===== src/rtl/pdp8_memory_arbiter.sv =====
// pdp8_memory_arbiter
//
// Sequences every access to the PDP8 main-memory controller and shares it
// between two requesters: instruction fetch (IF, read-only) and execute
// (EX, read or write). A winning request is latched in IDLE. Each access
// then runs through ISSUE (one enable pulse), CAPTURE (read data registered)
// and RESPOND (one-cycle done strobe to the winner), and the arbiter returns
// to IDLE. Requests are never sampled outside IDLE.
//
// Configuration macro:
//   MEM_ARB_ROUND_ROBIN_EN  defined   : on contention, grant the requester that
//                                       was not served last (first contention
//                                       after reset goes to EX)
//                           undefined : fixed priority, EX always wins
//
// Ports:
//   clk, reset_n                  clock (rising edge), async active-low reset
//   if_req, if_addr, if_done      fetch request / address / completion strobe
//   ex_req, ex_we, ex_addr,
//   ex_wdata, ex_done             execute request / write flag / address /
//                                 write data / completion strobe
//   rdata                         captured read data, valid in the done cycle
//   mem_address, mem_write_data,
//   mem_read_enable,
//   mem_write_enable,
//   mem_read_type, mem_read_data  memory controller interface
//   busy                          high whenever the FSM is not in IDLE
//   access_count                  completed accesses, wraps at all-ones

`ifndef INSTRUCTION_FETCH
`define INSTRUCTION_FETCH 1'b1
`endif
`ifndef DATA_READ
`define DATA_READ 1'b0
`endif

module pdp8_memory_arbiter #(
  parameter int COUNT_WIDTH = 16
) (
  input  logic                   clk,
  input  logic                   reset_n,
  input  logic                   if_req,
  input  logic [11:0]            if_addr,
  output logic                   if_done,
  input  logic                   ex_req,
  input  logic                   ex_we,
  input  logic [11:0]            ex_addr,
  input  logic [11:0]            ex_wdata,
  output logic                   ex_done,
  output logic [11:0]            rdata,
  output logic [11:0]            mem_address,
  output logic [11:0]            mem_write_data,
  output logic                   mem_read_enable,
  output logic                   mem_write_enable,
  output logic                   mem_read_type,
  input  logic [11:0]            mem_read_data,
  output logic                   busy,
  output logic [COUNT_WIDTH-1:0] access_count
);

  typedef enum logic [1:0] {
    IDLE    = 2'd0,
    ISSUE   = 2'd1,
    CAPTURE = 2'd2,
    RESPOND = 2'd3
  } state_t;

  localparam logic GRANT_IF = 1'b0;
  localparam logic GRANT_EX = 1'b1;

  state_t      state;
  state_t      state_next;

  logic        any_req;
  logic        grant_ex;

  logic [11:0] addr_q;
  logic [11:0] wdata_q;
  logic        we_q;
  logic        type_q;
  logic        winner_q;
  logic        last_grant;

  assign any_req = if_req | ex_req;

  // EX is granted when it is the only requester, or when it wins contention.
`ifdef MEM_ARB_ROUND_ROBIN_EN
  assign grant_ex = ex_req & (~if_req | (last_grant == GRANT_IF));
`else
  assign grant_ex = ex_req;

  // last_grant is tracked in both builds but only steers the round-robin one.
  logic unused_last_grant;
  assign unused_last_grant = last_grant;
`endif

  // State register
  always_ff @(posedge clk or negedge reset_n) begin
    if (!reset_n) begin
      state <= IDLE;
    end else begin
      state <= state_next;
    end
  end

  // Next-state and strobe decode
  always_comb begin
    state_next       = state;
    mem_read_enable  = 1'b0;
    mem_write_enable = 1'b0;
    if_done          = 1'b0;
    ex_done          = 1'b0;
    case (state)
      IDLE: begin
        if (any_req) begin
          state_next = ISSUE;
        end
      end
      ISSUE: begin
        mem_read_enable  = ~we_q;
        mem_write_enable = we_q;
        state_next       = CAPTURE;
      end
      CAPTURE: begin
        state_next = RESPOND;
      end
      RESPOND: begin
        if_done    = (winner_q == GRANT_IF);
        ex_done    = (winner_q == GRANT_EX);
        state_next = IDLE;
      end
      default: begin
        state_next = IDLE;
      end
    endcase
  end

  assign busy           = (state != IDLE);
  assign mem_address    = addr_q;
  assign mem_write_data = wdata_q;
  assign mem_read_type  = type_q;

  // Request latch, read-data capture, completion bookkeeping
  always_ff @(posedge clk or negedge reset_n) begin
    if (!reset_n) begin
      addr_q       <= 12'd0;
      wdata_q      <= 12'd0;
      we_q         <= 1'b0;
      type_q       <= 1'b0;
      winner_q     <= 1'b0;
      last_grant   <= GRANT_IF;
      rdata        <= 12'd0;
      access_count <= '0;
    end else begin
      case (state)
        IDLE: begin
          if (any_req) begin
            addr_q   <= grant_ex ? ex_addr : if_addr;
            we_q     <= grant_ex & ex_we;
            type_q   <= grant_ex ? `DATA_READ : `INSTRUCTION_FETCH;
            winner_q <= grant_ex ? GRANT_EX : GRANT_IF;
            if (grant_ex) begin
              wdata_q <= ex_wdata;
            end
          end
        end
        CAPTURE: begin
          // Writes leave the previous read result visible.
          if (!we_q) begin
            rdata <= mem_read_data;
          end
        end
        RESPOND: begin
          access_count <= access_count + COUNT_WIDTH'(1);
          last_grant   <= winner_q;
        end
        default: begin
        end
      endcase
    end
  end

endmodule

===== config.mk =====
export PLATFORM = sky130hd
export DESIGN_NAME = pdp8_memory_arbiter
export DESIGN_NICKNAME = d
export VERILOG_FILES = /design/src/rtl/pdp8_memory_arbiter.sv
export SDC_FILE = /design/constraint.sdc
export NUM_CORES = 1
export LEC_CHECK = 0
export BUFFER_PORTS_ARGS = -buffer_cell sky130_fd_sc_hd__buf_4
export CAP_MARGIN = 15
export CORE_AREA = 2 2 74 76
export CTS_CLUSTER_SIZE = 14
export DETAILED_ROUTE_END_ITERATION = 6
export DIE_AREA = 0 0 76 78
export GPL_ROUTABILITY_DRIVEN = 1
export GPL_TIMING_DRIVEN = 0
export PLACE_DENSITY = 0.82
export SYNTH_ARGS = -nofsm -noshare
export SYNTH_HDL_FRONTEND = slang
export SYNTH_SLANG_ARGS = --single-unit

===== constraint.sdc =====
create_clock -name clk -period 4.9 [get_ports clk]
set_clock_uncertainty 0.1 [all_clocks]
set_input_delay 0 -clock clk [delete_from_list [all_inputs] [get_ports clk]]
set_output_delay 0 -clock clk [all_outputs]
set_load 0.05 [all_outputs]

==> flow_metrics.tcl <==
set metrics [dict create \
    grt_pass1_vias 2376 \
    endpoint "busy" \
    die_w_um 76 \
    globalRouteOverflowTotal 0 \
    ys.flop_type "dfrtp_1" \
    syn_area_per_cell_um2 12.1 \
    dpl_cell_area_um2 3400 \
    antenna_left 0 \
    layout_min_cycle_time_ns 1.97 \
    slew_violations 0 \
    rsz0062_at_grt "no" \
    status "finished, final reports clean" \
    grt_max_degree 58 \
    cts_made_buffers 9 \
    ioPinCount 111 \
    yosys.area_share.adder_pct 3.02 \
    num_rows 26 \
    drive_above_1_share_pct 41.3 \
    synth_top_family_by_area "simple AND/OR/NAND/NOR gates" \
    place_ws_ns 2.99 \
    p_int_uw 1360 \
    synth.top_cells.by_count "dfrtp_1, mux2_2, nand2_1" \
    fill_cells 281 \
    synth-simple-area-share_pct 14.5 \
    wirelength_um 6660 \
    hpwl_um 4040 \
    endpoint_kind "output pin" \
    syn_area_um2 2490 \
    async_reset_ff_share_pct 100 \
    crit_start "state[0]" \
    areaGrowthSynthToFinish_pct 63.4 \
    wl_per_cell_um 14.8 \
    yosys.area.top_type "dfrtp_1" \
    cts_tree "yes" \
    viasPerCell 5.01 \
    dr.pass1.iters 4 \
    cts_num_sinks 57 \
    synth_nets 264 \
    yosysMostFrequentCell "dfrtp_1" \
    final_net_count 435 \
    reg2reg_to "state[1]" \
    crit_fanout 10 \
    relSlewSlack_pct 53.1 \
    grt_pass1_wl_um 11100 \
    globalplace.congestion 0.831 \
    layout_worst_path_cycle_share_pct 40.2 \
    synth_seq_area_share_pct 57.3 \
    portBuffers 109 \
    p_per_area_nw_per_um2 653 \
    startpoint_type "flip-flop" \
    worstSetupPathType "flip-flop to output pin" \
    p_leak_uw 0.00200 \
    drc 0 \
    p_clk_share_pct 13.8 \
    syn-instance-count 205 \
    drtIter0Drc 87 \
    dieArea_um2 5930 \
    setup_slack_ns 2.93 \
    ys_types 24 \
    setup_viol 0 \
    synth-xor-area-share_pct 5.28 \
    p_seq_share_pct 30.0 \
    fin_area_um2 4070 \
    start_util_pct 49.4 \
    hold_path_class "input pin to flip-flop" \
    combPwrFrac_pct 56.2 \
    r2r_start "state[0]" \
    synth_mux_area_share_pct 11.8 \
    path_clk_slew_ns 0.06 \
    hold_path_depth 3 \
    grt.total_usage_pct 24.1 \
    num_vias 2253 \
    clkLatencyLatePin_ns 0.33 \
    clock.fmax_mhz 508 \
    worst_ep_required_time_ns 4.80 \
    peakVddDrop_v 0.000462 \
    final_hold_viol_count 0 \
    net-switching-power_uw 1290 \
    cts_root_buf "clkbuf_8" \
    die_height_um 78 \
    synth_warnings 0 \
    ys_ff_latch 57 \
    cts-resized-gates 0 \
    cts_buffer_depth 2 \
    sw_frac_of_total_pct 48.7 \
    drv_cap 0 \
    r2r_setup_slack_ns 3.00 \
    synth_enable_flop_cells 0 \
    antenna_found_initial 0 \
    crit_arrival_ns 1.87 \
    tightest_slew_ns 0.703 \
    rr_worst_depth 5 \
    core_area_um2 5040 \
    yosys-top-cells-area "dfrtp_1, mux2_2, and3b_1, xnor2_1, nand2_1" \
    htreeDepth 3 \
    diodes 0 \
    synth-compound-area-share_pct 6.03 \
    synth_top_cell_area_share_pct 57.3 \
    setup_tns_ns 0 \
]
cell families (layout without fill, tap and decap cells):
| family | Yosys count | count (layout) |
|---|---|---|
| compound gates | 29 | 29 |
| buf+inv | 12 | 187 |
| flops | 57 | 57 |
| xor+xnor | 15 | 15 |
| mux | 26 | 26 |
| simple gates | 60 | 60 |
| fa+ha+maj | 6 | 6 |
worst max-delay path, stage by stage, from the launching register on:
cell and delay [ns]:
dfrtp_1 0.37, inv_1 0.09, ha_1 0.29, inv_1 0.15
clkbuf_1 0.36, buf_4 0.28
registers in the layout, indices dropped and copies added, names as in the netlist:
| signal | flops |
|---|---|
| state | 2 |
| access_count | 16 |
| mem_read_type | 1 |
| we_q | 1 |
| rdata | 12 |
| winner_q | 1 |
| mem_address | 12 |
| mem_write_data | 12 |
layout make-up:
| type | count | area (um2) | area share [%] |
|---|---|---|---|
| inverters | 3 | 11.3 | 0.277 |
| repair buffers | 160 | 1330 | 32.7 |
| multi-input cells | 136 | 1010 | 24.8 |
| plain buffers | 9 | 42.5 | 1.05 |
| well taps | 70 | 87.6 | 2.15 |
| flip-flops and latches | 57 | 1430 | 35.1 |
| clock buffers | 11 | 141 | 3.48 |
| clock inverters | 4 | 20.0 | 0.492 |
routing by layer:
layer	global-route usage, %	vias up	wire [um]
met5	0	-	0
met2	40.9	113	3310
met4	10.4	0	119
met3	8.84	14	539
met1	27.5	1075	2690
li1	-	1051	-
cell usage in the layout, fill, tap and decap left out:
| master | count |
|---|---|
| buf_2 | 4 |
| ha_1 | 6 |
| nor3_1 | 4 |
| o21ai_0 | 13 |
| and3b_1 | 12 |
| and2_1 | 3 |
| clkinv_2 | 4 |
| nand2_2 | 1 |
| a32o_1 | 1 |
| buf_4 | 110 |
| nor2b_1 | 3 |
| clkbuf_8 | 10 |
| nand3_1 | 5 |
| clkbuf_1 | 5 |
| dlygate4sd3_1 | 51 |
| mux2_2 | 26 |
| and3_1 | 1 |
| inv_1 | 3 |
| nand2_1 | 21 |
| nor4_4 | 1 |
| xor2_1 | 5 |
| nand3_4 | 1 |
| a21oi_1 | 15 |
| nand4_1 | 5 |
| nor2_1 | 3 |
| xnor2_1 | 10 |
| dfrtp_1 | 57 |
what timing repair did:
item,in CTS,in global routing
hold buffers,51,0
buffers inserted,0,0
endpoints found under the hold margin,95,0
power groups by stage:
stage	Sequential, uW	Clock (uW)	Combinational (uW)
after global placement	792	0	1430
after global routing	821	399	1580
final	797	366	1490
after detailed placement	799	0	1450
after CTS	793	373	1490
after floorplan	1390	0	407
worst min path at each step:
stage	slack (ns)	start	endpoint
after global placement	-0.0009	reset_n	access_count[7]
after detailed placement	-0.00009	reset_n	access_count[10]
after CTS	0.03	ex_req	state[0]
final	0.06	ex_req	state[0]
after global routing	0.08	ex_req	state[0]
after floorplan	-0.40	reset_n	access_count[0]
per-stage QoR:
step	hold WS, ns	util (%)	instances	power [uW]
6_report	0.0616	80.7	450	2660
4_1_cts	0.0325	80.7	450	2660
3_3_place_gp	-0.000855	67.3	384	2220
2_1_floorplan	-0.396	-	205	1800
3_5_place_dp	-0.0000853	67.3	384	2250
5_1_grt	0.0798	80.7	450	2800
(Power assumes the default switching activity.)
